--- src/rtl/axi4_stream_if.sv ---
// axi4_stream_if
//   AXI4-Stream bundle shared by the frame-buffer gearboxes.
//
//   Parameters:
//     DATA_W  tdata width in bits; tkeep/tstrb are DATA_W/8 bits wide
//     DEST_W  tdest width
//     ID_W    tid width
//     USER_W  tuser width
//
//   Signals: tvalid, tready, tdata, tkeep, tstrb, tlast, tuser, tdest, tid
//   Modports:
//     master  drives everything except tready
//     slave   drives tready only
interface axi4_stream_if #(
    parameter int DATA_W = 64,
    parameter int DEST_W = 4,
    parameter int ID_W   = 4,
    parameter int USER_W = 1
);
    localparam int KEEP_W = DATA_W / 8;

    logic              tvalid;
    logic              tready;
    logic [DATA_W-1:0] tdata;
    logic [KEEP_W-1:0] tkeep;
    logic [KEEP_W-1:0] tstrb;
    logic              tlast;
    logic [USER_W-1:0] tuser;
    logic [DEST_W-1:0] tdest;
    logic [ID_W-1:0]   tid;

    modport master (
        output tvalid, tdata, tkeep, tstrb, tlast, tuser, tdest, tid,
        input  tready
    );

    modport slave (
        input  tvalid, tdata, tkeep, tstrb, tlast, tuser, tdest, tid,
        output tready
    );
endinterface

--- src/rtl/axi4_stream_64b_16b_gbx.sv ---
// axi4_stream_64b_16b_gbx
//   Read-side gearbox of the frame buffer: unpacks each 64-bit AXI4-Stream
//   beat into up to four 16-bit words, lane 0 (tdata[15:0]) first, at one
//   word per clock. A last beat is trimmed after its highest populated lane;
//   a last beat with no kept bytes still produces one null word so tlast is
//   never lost. tuser marks only the first word of a packet.
//
//   Ports:
//     clk_i  in      clock
//     rst_i  in      asynchronous, active-high reset
//     pkt_i  slave   64-bit stream in  (tkeep/tstrb 8 bits)
//     pkt_o  master  16-bit stream out (tkeep/tstrb 2 bits), fully registered
module axi4_stream_64b_16b_gbx (
    input  logic          clk_i,
    input  logic          rst_i,
    axi4_stream_if.slave  pkt_i,
    axi4_stream_if.master pkt_o
);

    typedef enum logic {
        EMPTY = 1'b0,
        SEND  = 1'b1
    } state_t;

    state_t      state_p1;
    logic [1:0]  lane_cnt;       // lane currently presented on pkt_o
    logic [1:0]  last_lane;      // final lane to emit from the held beat
    logic        tfirst;         // next accepted beat starts a packet

    logic [63:0] beat_tdata_p0;
    logic [7:0]  beat_tkeep_p0;
    logic [7:0]  beat_tstrb_p0;
    logic        beat_tlast_p0;

    logic        rx;
    logic        tx;
    logic        lane_done;
    logic [1:0]  next_lane;
    logic [1:0]  load_last_lane;

    // Non-last beats always emit all four lanes; a last beat stops at its
    // highest lane with any kept byte (lane 0 when nothing is kept).
    function automatic logic [1:0] calc_last_lane(input logic [7:0] keep,
                                                  input logic       last);
        logic [1:0] idx;
        idx = 2'd0;
        if (!last) begin
            idx = 2'd3;
        end else begin
            for (int i = 0; i < 4; i++) begin
                if (keep[2*i +: 2] != 2'b00) begin
                    idx = 2'(i);
                end
            end
        end
        return idx;
    endfunction

    assign lane_done      = (lane_cnt == last_lane);
    assign next_lane      = lane_cnt + 2'd1;
    assign load_last_lane = calc_last_lane(pkt_i.tkeep, pkt_i.tlast);

    // A new beat is taken when nothing is held, or when the last word of the
    // held beat leaves in this very cycle (back-to-back, no bubble).
    assign pkt_i.tready = (state_p1 == EMPTY) || (pkt_o.tready && lane_done);
    assign pkt_o.tvalid = (state_p1 == SEND);

    assign rx = pkt_i.tvalid && pkt_i.tready;
    assign tx = pkt_o.tvalid && pkt_o.tready;

    // Stage p0: held 64-bit beat; only lanes 1..3 are ever read back from it,
    // lane 0 goes straight from pkt_i to the output register.
    always_ff @(posedge clk_i) begin
        if (rx) begin
            beat_tdata_p0 <= pkt_i.tdata;
            beat_tkeep_p0 <= pkt_i.tkeep;
            beat_tstrb_p0 <= pkt_i.tstrb;
            beat_tlast_p0 <= pkt_i.tlast;
        end
    end

    // Stage p1: lane sequencer and registered output word.
    always_ff @(posedge clk_i or posedge rst_i) begin
        if (rst_i) begin
            state_p1    <= EMPTY;
            lane_cnt    <= 2'd0;
            last_lane   <= 2'd0;
            tfirst      <= 1'b1;
            pkt_o.tdata <= '0;
            pkt_o.tkeep <= '0;
            pkt_o.tstrb <= '0;
            pkt_o.tlast <= 1'b0;
            pkt_o.tuser <= '0;
            pkt_o.tdest <= '0;
            pkt_o.tid   <= '0;
        end else if (rx) begin
            state_p1    <= SEND;
            lane_cnt    <= 2'd0;
            last_lane   <= load_last_lane;
            tfirst      <= pkt_i.tlast;
            pkt_o.tdata <= pkt_i.tdata[15:0];
            pkt_o.tkeep <= pkt_i.tkeep[1:0];
            pkt_o.tstrb <= pkt_i.tstrb[1:0];
            pkt_o.tlast <= pkt_i.tlast && (load_last_lane == 2'd0);
            pkt_o.tuser <= tfirst ? pkt_i.tuser : '0;
            pkt_o.tdest <= pkt_i.tdest;
            pkt_o.tid   <= pkt_i.tid;
        end else if (tx) begin
            if (!lane_done) begin
                lane_cnt    <= next_lane;
                pkt_o.tdata <= beat_tdata_p0[{next_lane, 4'b0000} +: 16];
                pkt_o.tkeep <= beat_tkeep_p0[{next_lane, 1'b0} +: 2];
                pkt_o.tstrb <= beat_tstrb_p0[{next_lane, 1'b0} +: 2];
                pkt_o.tlast <= beat_tlast_p0 && (next_lane == last_lane);
                pkt_o.tuser <= '0;
            end else begin
                state_p1 <= EMPTY;
            end
        end
    end

endmodule

--- src/flat_wrapper.sv ---
// flat-port wrapper written by rule: the top's interface ports become plain ports
module axi4_stream_64b_16b_gbx_flat 
  (clk_i, rst_i, pkt_i_tvalid, pkt_i_tdata, pkt_i_tkeep, pkt_i_tstrb, pkt_i_tlast, pkt_i_tuser, pkt_i_tdest, pkt_i_tid, pkt_i_tready, pkt_o_tvalid, pkt_o_tdata, pkt_o_tkeep, pkt_o_tstrb, pkt_o_tlast, pkt_o_tuser, pkt_o_tdest, pkt_o_tid, pkt_o_tready);
  axi4_stream_if #(.DATA_W(64)) pkt_i_i ();
  axi4_stream_if #(.DATA_W(16)) pkt_o_i ();
  input  logic clk_i;
  input  logic rst_i;
  input wire logic [$bits(pkt_i_i.tvalid)-1:0] pkt_i_tvalid;
  input wire logic [$bits(pkt_i_i.tdata)-1:0] pkt_i_tdata;
  input wire logic [$bits(pkt_i_i.tkeep)-1:0] pkt_i_tkeep;
  input wire logic [$bits(pkt_i_i.tstrb)-1:0] pkt_i_tstrb;
  input wire logic [$bits(pkt_i_i.tlast)-1:0] pkt_i_tlast;
  input wire logic [$bits(pkt_i_i.tuser)-1:0] pkt_i_tuser;
  input wire logic [$bits(pkt_i_i.tdest)-1:0] pkt_i_tdest;
  input wire logic [$bits(pkt_i_i.tid)-1:0] pkt_i_tid;
  output wire logic [$bits(pkt_i_i.tready)-1:0] pkt_i_tready;
  output wire logic [$bits(pkt_o_i.tvalid)-1:0] pkt_o_tvalid;
  output wire logic [$bits(pkt_o_i.tdata)-1:0] pkt_o_tdata;
  output wire logic [$bits(pkt_o_i.tkeep)-1:0] pkt_o_tkeep;
  output wire logic [$bits(pkt_o_i.tstrb)-1:0] pkt_o_tstrb;
  output wire logic [$bits(pkt_o_i.tlast)-1:0] pkt_o_tlast;
  output wire logic [$bits(pkt_o_i.tuser)-1:0] pkt_o_tuser;
  output wire logic [$bits(pkt_o_i.tdest)-1:0] pkt_o_tdest;
  output wire logic [$bits(pkt_o_i.tid)-1:0] pkt_o_tid;
  input wire logic [$bits(pkt_o_i.tready)-1:0] pkt_o_tready;
  assign pkt_i_i.tvalid = pkt_i_tvalid;
  assign pkt_i_i.tdata = pkt_i_tdata;
  assign pkt_i_i.tkeep = pkt_i_tkeep;
  assign pkt_i_i.tstrb = pkt_i_tstrb;
  assign pkt_i_i.tlast = pkt_i_tlast;
  assign pkt_i_i.tuser = pkt_i_tuser;
  assign pkt_i_i.tdest = pkt_i_tdest;
  assign pkt_i_i.tid = pkt_i_tid;
  assign pkt_i_tready = pkt_i_i.tready;
  assign pkt_o_tvalid = pkt_o_i.tvalid;
  assign pkt_o_tdata = pkt_o_i.tdata;
  assign pkt_o_tkeep = pkt_o_i.tkeep;
  assign pkt_o_tstrb = pkt_o_i.tstrb;
  assign pkt_o_tlast = pkt_o_i.tlast;
  assign pkt_o_tuser = pkt_o_i.tuser;
  assign pkt_o_tdest = pkt_o_i.tdest;
  assign pkt_o_tid = pkt_o_i.tid;
  assign pkt_o_i.tready = pkt_o_tready;
  axi4_stream_64b_16b_gbx u_core (.clk_i(clk_i), .rst_i(rst_i), .pkt_i(pkt_i_i), .pkt_o(pkt_o_i));
endmodule
--- config.mk ---
export PLATFORM = sky130hd
export DESIGN_NAME = axi4_stream_64b_16b_gbx_flat
export DESIGN_NICKNAME = d
export VERILOG_FILES = /design/src/rtl/axi4_stream_if.sv /design/src/rtl/axi4_stream_64b_16b_gbx.sv /design/src/flat_wrapper.sv
export SDC_FILE = /design/constraint.sdc
export NUM_CORES = 1
export LEC_CHECK = 0
export ABC_AREA = 0
export BUFFER_PORTS_ARGS = -buffer_cell sky130_fd_sc_hd__buf_2
export CORE_MARGIN = 2
export CORE_UTILIZATION = 30
export CTS_BUF_LIST = sky130_fd_sc_hd__clkbuf_4 sky130_fd_sc_hd__clkbuf_8
export CTS_CLUSTER_DIAMETER = 150
export DETAILED_ROUTE_END_ITERATION = 12
export GPL_ROUTABILITY_DRIVEN = 0
export SLEW_MARGIN = 15
export SYNTH_ARGS = -nofsm -noshare
export SYNTH_HDL_FRONTEND = slang
export SYNTH_SLANG_ARGS = --single-unit
--- constraint.sdc ---
create_clock -name clk_i -period 4.2 [get_ports clk_i]
set_clock_uncertainty 0.2 [all_clocks]
set_input_delay 0.42 -clock clk_i [delete_from_list [all_inputs] [get_ports clk_i]]
set_output_delay 0.42 -clock clk_i [all_outputs]
set_load 0.05 [all_outputs]
=== After elaboration in Yosys (flattened, before gate mapping) ===
Index checks and enable logic that the tools add are counted.

* Bits in registers: 117
* Input bits: 94
* Output and inout port bits: 32

* $add $sub $neg: 1
* Equality and inequality tests: 3
* Shift operators: 3
* Multiplexer cells: 26
* Bitwise logic cells: 1
* Reduce and logical (&&, ||, !) cells: 14

{| class="wikitable"
|+ Operators by type and width
! kind !! number
|-
| 64-bit by 7-bit variable part select with 16-bit output || 1
|-
| 16-bit 2-to-1 mux || 3
|-
| 2-bit 2-to-1 mux || 12
|-
| 8-bit by 4-bit variable part select with 2-bit output || 2
|-
| 1-bit 2-to-1 mux || 11
|-
| 2-bit nonzero test || 5
|-
| 1-bit logical AND || 5
|-
| 2-bit equality test || 2
|-
| 2-bit AND reduction || 2
|-
| 2-bit by 1-bit adder with 2-bit output (second input constant) || 1
|-
| 2-bit zero test || 1
|-
| 2-bit by 1-bit inequality test with 1-bit output (second input constant) || 1
|-
| 1-bit logical OR || 1
|-
| 1-bit NOT || 1
|}

=== Longest topological paths before layout ===
Gate-level depths: netlist of run 1.

* Depth in word-level cells: 8
* Gate-level depth with buffers: 8
* Gate-level depth less buffers: 4

=== Worst setup path before layout of run 1 ===
No wires, ideal clock.

* Path type: reg-to-reg
* From: register u_core.lane_cnt[1]
* To: register u_core.beat_tdata_p0[0] (enable)
* Setup time: 436 ps
* Arrival time: 2863 ps
* Required time: 3564 ps
* Slack: 701 ps
* Cell stages (with the launch flop): 7
* Buffers on the path: 3
* Period minus slack after synthesis: 3499 ps
* Cells stage by stage: dfrtp_1 buf_6 xor2_2 o32a_1 buf_6 buf_6 inv_1

* Cells in the longest elaborated chain, start to end: 4

{| class="wikitable"
|+ Ends and longest elaborated chain
! item !! line !! RTL
|-
| start: declaration || axi4_stream_64b_16b_gbx.sv:26 || <nowiki>logic [1:0] lane_cnt;</nowiki>
|-
| start signal: assignment || axi4_stream_64b_16b_gbx.sv:110 || <nowiki>lane_cnt <= next_lane;</nowiki>
|-
| 2-bit equality test || axi4_stream_64b_16b_gbx.sv:59 || <nowiki>assign lane_done = (lane_cnt == last_lane);</nowiki>
|-
| 1-bit logical AND || axi4_stream_64b_16b_gbx.sv:65 || <nowiki>assign pkt_i.tready = (state_p1 == EMPTY) || (pkt_o.tready && lane_done);</nowiki>
|-
| 1-bit logical OR || axi4_stream_64b_16b_gbx.sv:65 ||
|-
| 1-bit logical AND || axi4_stream_64b_16b_gbx.sv:68 || <nowiki>assign rx = pkt_i.tvalid && pkt_i.tready;</nowiki>
|-
| net u_core.rx || axi4_stream_64b_16b_gbx.sv:35 || <nowiki>logic rx;</nowiki>
|-
| end signal: assignment || axi4_stream_64b_16b_gbx.sv:75 || <nowiki>beat_tdata_p0 <= pkt_i.tdata;</nowiki>
|-
| end: declaration || axi4_stream_64b_16b_gbx.sv:30 || <nowiki>logic [63:0] beat_tdata_p0;</nowiki>
|}

The timed path passes the listed nets, and every way through them passes these cells.
A chain may end at the register's enable or synchronous reset.

=== Worst setup path in the final report of run 1 ===
* From: register u_core.last_lane[1]
* To: register u_core.pkt_o.tdata[0]

* Cells in the longest elaborated chain, start to end: 6

{| class="wikitable"
|+ Ends and longest elaborated chain
! item !! line !! RTL
|-
| start: declaration || axi4_stream_64b_16b_gbx.sv:27 || <nowiki>logic [1:0] last_lane;</nowiki>
|-
| start signal: assignment || axi4_stream_64b_16b_gbx.sv:99 || <nowiki>last_lane <= load_last_lane;</nowiki>
|-
| 2-bit equality test * || axi4_stream_64b_16b_gbx.sv:59 ||
|-
| 1-bit logical AND || axi4_stream_64b_16b_gbx.sv:65 ||
|-
| 1-bit logical OR || axi4_stream_64b_16b_gbx.sv:65 ||
|-
| 1-bit logical AND || axi4_stream_64b_16b_gbx.sv:68 ||
|-
| 2-bit by 1-bit inequality test with 1-bit output (no source line) or 2-bit nonzero test (tied branches) || - ||
|-
| 2-bit AND reduction (no source line) || - ||
|-
| end: declaration || axi4_stream_if.sv:33 || <nowiki>output tvalid, tdata, tkeep, tstrb, tlast, tuser, tdest, tid,</nowiki>
|}

Mark *: on every way between the ends. The rest lies on a longest branch, timed or not.

==> results of run 1 <==
## metrics by stage
step	hold slack (ns)	power (mW)	instance area, um^2	util
2_1_floorplan	0.319	3.54	4780	-
3_3_place_gp	0.286	3.97	5640	0.359
3_5_place_dp	0.288	4.02	5640	0.359
4_1_cts	0.00191	5.18	6940	0.442
5_1_grt	0.0185	5.38	6940	0.442
6_report	0.0391	5.10	6940	0.442
## cells by family after synthesis
kind of cell           count (synthesis)
flip-flops                           117
multiplexers                          70
XOR/XNOR                               3
AND/OR/NAND/NOR                       15
buffers and inverters                 16
AO/OA/AOI/OAI                         14
## placed cells by master (no fill, tap or decap), types with 2 or more instances in the layout
master and instances:
inv_6 3, nor2_1 3, buf_2 125, mux2_2 21
clkinv_1 2, dfrtp_1 34, mux4_2 20, nand2_1 4
inv_1 3, clkinvlp_4 2, mux2_4 28, edfxtp_1 81
a21o_1 2, nor3_1 3, clkinv_2 4, dlygate4sd3_1 89
clkbuf_8 18, buf_4 5, bufinv_16 3, o21ai_0 3
## synth_stat cells
library cell / instances
edfxtp_1: 81
a211oi_1: 1
a21o_1: 2
a221oi_1: 1
o31ai_1: 1
o21ai_0: 3
dfrtp_1: 35
o32a_1: 1
mux2_4: 28
nor2b_1: 1
a32o_1: 1
buf_4: 2
nor2_1: 3
xor2_1: 1
inv_1: 5
or3_1: 1
clkbuf_1: 2
mux2i_1: 1
dfstp_2: 1
nand2_1: 4
buf_6: 3
xor2_2: 1
a2bb2oi_1: 1
a21oi_1: 1
nor3_1: 3
xnor2_1: 1
buf_8: 1
buf_2: 3
nor4bb_1: 1
o211ai_1: 1
mux4_2: 20
o2111a_1: 1
or3b_2: 1
and3_1: 1
mux2_2: 21
## per-layer routing
| metal | track usage | up-vias | part of all wire |
|---|---|---|---|
| met3 | 0.0595 | 6 | 0.072 |
| met5 | 0 | - | 0 |
| met1 | 0.162 | 1519 | 0.42 |
| li1 | - | 1392 | - |
| met4 | 0.0417 | 0 | 0.0066 |
| met2 | 0.232 | 106 | 0.50 |
## state kept, by name, summed over array words and instances (netlist names), 4 cells and up
name / cells
u_core.pkt_o.tdata: 16
u_core.beat_tstrb_p0: 8
u_core.pkt_o.tid: 4
u_core.beat_tdata_p0: 64
u_core.pkt_o.tdest: 4
u_core.beat_tkeep_p0: 8
## worst max-delay path by stage
stage                                     endpoint  depth (start not counted)
after floorplan            u_core.beat_tdata_p0[0]                          6
after global placement    u_core.beat_tdata_p0[31]                          4
after detailed placement     u_core.pkt_o.tdata[2]                          4
after CTS                    u_core.pkt_o.tdata[0]                          4
after global routing         u_core.pkt_o.tdata[0]                          4
final                        u_core.pkt_o.tdata[0]                          4
## power by group
group	switching [mW]	internal [mW]
registers	0.160	1.68
logic	1.25	0.943
clock network	0.459	0.607
total	1.87	3.23
## cell type report
class | instances | area, um^2 | share of cell area
Timing Repair Buffer | 219 | 1550 | 0.224
Sequential cell | 117 | 3340 | 0.481
Tap cell | 216 | 270 | 0.0390
Multi-Input combinational cell | 102 | 1350 | 0.194
Clock inverter | 13 | 154 | 0.0222
Clock buffer | 19 | 255 | 0.0368
Inverter | 5 | 20.0 | 0.00289
==> results by group, run 1 <==
Drt
  – Total Wirelength: between 10 and 15 mm
  – Via count: 3023
  – DR DRC count: 0
  – Post-route antenna net violation count: 0
  – Vias/cell: around 4.4
  – Routed len/inst: 16.2 um
  – DR pass1 iterations: 4
  – DRT iter0 DRCs: 118

Place
  – Hpwl dp: roughly 6.9 mm
  – PortBufs: 125
  – Pre-CTS setup slack: about 1.6 ns
  – Inst Count DP: 570

Timing
  – Final setup violation count: 0
  – Slew at the pin with the worst max-slew slack: 0.993 ns
  – FMAX: around 380 MHz
  – Part of the cycle the worst path needs: 0.625
  – Final Max Slew Viols: 0
  – Slew HR: 0.336
  – Min Clock Period, post-route: 2.62 ns
  – RSZ-0062 raised after global routing: no
  – Fin. Hold Viols: 0
  – Final setup margin: 1.58 ns
  – Setup TNS: 0 ns

Logic synthesis
  – Synth unique cells: 35
  – Mux cell area share after synthesis: 0.234
  – Post-synthesis compound-gate area fraction: 0.0223
  – Mapped Nets: between 300 and 400
  – Post-Synth Simple-Gate Area: 0.0165
  – Main combinational cell family by area after synthesis: multiplexers
  – Seq/Total Area, Yosys: 0.698
  – Syn_area_per_cell: 20.3 um^2
  – Post-Syn Area: 4780 um^2
  – Yosys top cell area share: 0.509
  – Yosys warns: 0
  – Largest area contributor in the netlist: edfxtp_1
  – Synth Area in XOR/XNOR: 0.00707
  – Adder-cell share of the synthesized area: 0
  – Top cells by area, synth: edfxtp_1, dfrtp_1, mux4_2, mux2_4, mux2_2
  – Yosys reg bits: 117
  – Post-Syn Instances: 235

Floorplan
  – Initial Utilization: 0.304
  – Count of boundary I/O pins: 126
  – Core area: roughly 16000 um^2
  – Die height: approximately 130 um
  – Die width: roughly 130 um
  – FP Rows: 46
  – Die area: 16900 um^2

Layout
  – Final nets: 556
  – Antenna diode count: 0
  – Share of layout cells above drive strength 1: 0.499
  – Fill cells: 1363
  – Layout Cells excl Fill: 691
  – P&R area growth vs syn: 45.3%

Job
  – Max_cap viols: 0

Critical path
  – Worst r2r path cells: 4
  – CP startpoint: u_core.last_lane[1]
  – R2R Path Start: u_core.last_lane[1]
  – Reg-to-Reg End: u_core.pkt_o.tdata[0]
  – Critical Path AT: 2.73 ns
  – Crit path largest cell delay: 0.87 ns
  – Critical Path Fanout Max: 21
  – Worst setup SP type: flop
  – Crit. End Element: flop
  – Crit Path Category: flop to flop
  – Buf/Inv on CP: 0
  – Crit path cell chain: xor2_2, o21ai_0, a21oi_4, mux2_2
  – R2R Setup Slk: 1.58 ns
  – Req. time, crit path: 4.31 ns
  – Crit-path leading delay family: compound AO/OA/AOI/OAI gates
  – Critical path's slowest cell: a21oi_4

Worst hold path
  – Hold Path Depth: 2
  – Hold Path Sink: u_core.pkt_o.tid[0]
  – Tightest Hold Check Type: input port to flop
  – Worst Hold Launch: pkt_i_tid[0]

Clocking
  – Buffer depth of the longest clock path: 2
  – Hold_buf cts: 89
  – Setup Fix Bufs, Post-CTS: 0
  – CTS root buffer: clkbuf_8
  – CTS buffer count: 17
  – Post-CTS Resized: 0
  – H-tree Lvls: 4
  – CTS tree: built
  – CTS Sinks: about 120
  – Clk_lat worst skew: 0.43 ns
  – CTS clk-pin slew, worst paths: 0.07 ns

Power and ir drop
  – Peak VDD IR: 0.607 mV
  – Leakage power: 2.82 nW
  – Pwr/cell area: approximately 740 nW/um^2

Run status
  – Status: finished, final reports clean

Global routing
  – Vias in the first global route: 3283
  – Global-route wire length before repair: 17.0 mm
  – Grt total ovfl: 0
  – Overall Global Routing Usage: 0.138
  – Pin count of the biggest net entering global routing: 44
  – Initial antenna violation count: 0
(Power assumes the default switching activity.)
==> run 2, diff against run 1 <==
ABC_AREA = 1   (was 0)
clock period = 2.74 ns   (was 4.2 ns; I/O delays follow)
==> results by group, run 2 <==
Layout
  – Final design utilization: 0.438 (-0.00357)
  – Commonest non-fill, non-tap cell in the layout: nand2_1
  – Fill cells: 1609 (+18%)
  – Most frequent cells in the layout: nand2_1, buf_2, dlygate4sd3_1
  – Biggest register: u_core.beat_tdata_p0
  – Share of layout cells above drive strength 1: 0.268 (-0.231)
  – Biggest registers after layout: u_core.beat_tdata_p0 (64), u_core.pkt_o.tdata (16)
  – Multi-input gate area: 1410 um^2 (+4.6%)
  – Final nets: 819 (+47%)
  – Antenna diode count: 0 (unchanged)
  – Reg area: 3330 um^2 (about the same)
  – Max FFs per register: 64 (unchanged)
  – P&R area growth vs syn: 43.0%

Critical path
  – Critical Path AT: 1.76 ns (-0.97 ns)
  – Crit Path Category: flop to output port
  – Req. time, crit path: 2.27 ns (-2.04 ns)
  – Crit. End Element: output port
  – Critical Path Fanout Max: 13 (-38%)
  – Worst setup SP type: flop

Place
  – Hpwl dp: 8.67 mm (+26%)
  – PortBufs: 125 (unchanged)
  – Pre-CTS setup slack: 0.747 ns (-0.805 ns)

Floorplan
  – Die height: 134 um (+3.0%)
  – Core area: 16600 um^2 (+5.5%)
  – Die area: 18000 um^2 (+6.1%)
  – Initial Utilization: 0.306 (+0.00230)
  – Die width: 134 um (+3.0%)
  – Count of boundary I/O pins: 126 (unchanged)
  – FP Rows: 47 (+2.2%)

Logic synthesis
  – Cell with the most instances after synthesis: nand2_1
  – Synth unique cells: 21 (-40%)
  – Synth async-reset ratio: 0.308 (unchanged)
  – Post-Syn Area: 5080 um^2 (+6.3%)
  – Yosys top cell area share: 0.479 (-0.0304)
  – Commonest cells in the netlist: nand2_1, edfxtp_1, nand3_1
  – Post-Syn Instances: 505 (+110%)
  – Largest area contributor in the netlist: edfxtp_1
  – Yosys warns: 0 (unchanged)
  – Seq/Total Area, Yosys: 0.657 (-0.0416)
  – Syn_area_per_cell: 10.1 um^2 (-51%)
  – Yosys reg bits: 117 (unchanged)
  – Synth Flop Type: edfxtp_1
  – Number of enable flip-flop cells after synthesis: 81 (unchanged)
  – Mapped Nets: 599 (+82%)
  – Top cells by area, synth: edfxtp_1, dfrtp_1, nand2_1, nand3_1, nand3_2

Clocking
  – H-tree Lvls: 4 (unchanged)
  – CTS tree: built
  – CTS root buffer: clkbuf_8
  – CTS clk-pin slew, worst paths: 0.07 ns (about the same)
  – Buffer depth of the longest clock path: 2 (unchanged)
  – Clk_lat worst skew: 0.44 ns (about the same)
  – CTS buffer count: 17 (unchanged)
  – CTS Sinks: 117 (unchanged)

Global routing
  – Pin count of the biggest net entering global routing: 89 (+100%)
  – Global-route wire length before repair: 21.6 mm (+27%)
  – Vias in the first global route: 4276 (+30%)
  – Initial antenna violation count: 0 (unchanged)
  – Overall Global Routing Usage: 0.159 (+0.0211)
  – Grt total ovfl: 0 (unchanged)

Power and ir drop
  – Pwr/cell area: 1040 nW/um^2 (+42%)
  – Peak VDD IR: 0.685 mV (+13%)
  – Leakage power: 3.43 nW (+21%)

Drt
  – Met2 wire len: 6.53 mm (+18%)
  – Vias/cell: 4.29 (-2.0%)
  – DR DRC count: 0 (unchanged)
  – Top Layer Used: met4
  – DRT iter0 DRCs: 201 (+70%)
  – Total Wirelength: 13.5 mm (+21%)
  – Met3 WL post-DR: 756 um (-5.7%)
  – DR pass1 iterations: 4 (unchanged)
  – M1 wire length: 6.03 mm (+27%)
  – Via count: 4108 (+36%)
  – Routed len/inst: 14.1 um (-13%)
  – Post-route antenna net violation count: 0 (unchanged)

Timing
  – RSZ-0062 raised after global routing: no
  – Final setup violation count: 0 (unchanged)
  – Slew at the pin with the worst max-slew slack: 0.709 ns (-0.284 ns)
  – Min Clock Period, post-route: 2.23 ns
  – Final setup margin: 0.511 ns (-1.07 ns)
  – Fin. Hold Viols: 0 (unchanged)
  – Part of the cycle the worst path needs: 0.814
  – FMAX: 449 MHz
  – Setup TNS: 0 ns (unchanged)
  – Final Max Slew Viols: 0 (unchanged)
  – Slew HR: 0.526 (+0.190)

Job
  – Max_cap viols: 0 (unchanged)

Worst hold path
  – Tightest Hold Check Type: input port to flop

Run status
  – Status: finished, final reports clean
run 2: final timing paths:
kind                       slack, ns  cells past startpoint          startpoint                       end
min                             0.08                      3        pkt_o_tready        u_core.lane_cnt[0]
min reg2reg                     0.27                      2       u_core.tfirst             u_core.tfirst
max reg2reg                     0.75                      7  u_core.lane_cnt[0]  u_core.beat_tdata_p0[10]
max in group asynchronous       1.70                      4               rst_i             u_core.tfirst
max                             0.51                      5  u_core.lane_cnt[0]              pkt_i_tready
min in group asynchronous       0.29                      4               rst_i     u_core.pkt_o.tdest[1]
run 2: final cells by class:
type                    count  area share
clock buffers              18      0.0332
clock inverters            14      0.0276
inverters                  52      0.0274
multi-input cells         314       0.194
flip-flops and latches    117       0.459
well taps                 220      0.0379
repair buffers            223       0.220
run 2: kinds of logic after synthesis:
kind of cell           synth area share
buffers and inverters            0.0655
flip-flops                        0.657
AND/OR/NAND/NOR                   0.272
AO/OA/AOI/OAI                   0.00591
run 2: repair_timing:
action,CTS,global route
setup buffers,0,0
resized for setup,0,0
hold buffers,91,0
endpoints found under the hold margin,141,0
setup endpoints to repair,0,0
run 2: where the power goes:
group	leakage, nW	switching (mW)	total, mW	internal (mW)
clock	0.215	0.769	1.78	1.01
combinational	2.03	2.29	3.18	0.895
sequential	1.18	0.223	2.62	2.40
run 2: routing by layer:
layer,GRT usage,up-vias
met5,0,-
met4,0.0544,0
met3,0.0446,16
met2,0.276,120
met1,0.191,1913
li1,-,2059
run 2: critical path, cell delays in order, from the launching register on:
cell and delay, ns:
dfrtp_1 0.44, nand2_1 0.11, nand2_2 0.09, nand3_1 0.08, nand2_2 0.26, buf_2 0.33
run 2: stage by stage:
stage	instance area [um^2]	std cells	power [mW]	hold slack [ns]
after global routing	7260	958	8.10	0.0866
final	7260	958	7.59	0.0839
after floorplan	5080	505	5.00	0.166
after CTS	7260	958	7.67	0.0793
after detailed placement	5910	835	5.78	0.215
after global placement	5910	835	5.76	0.207
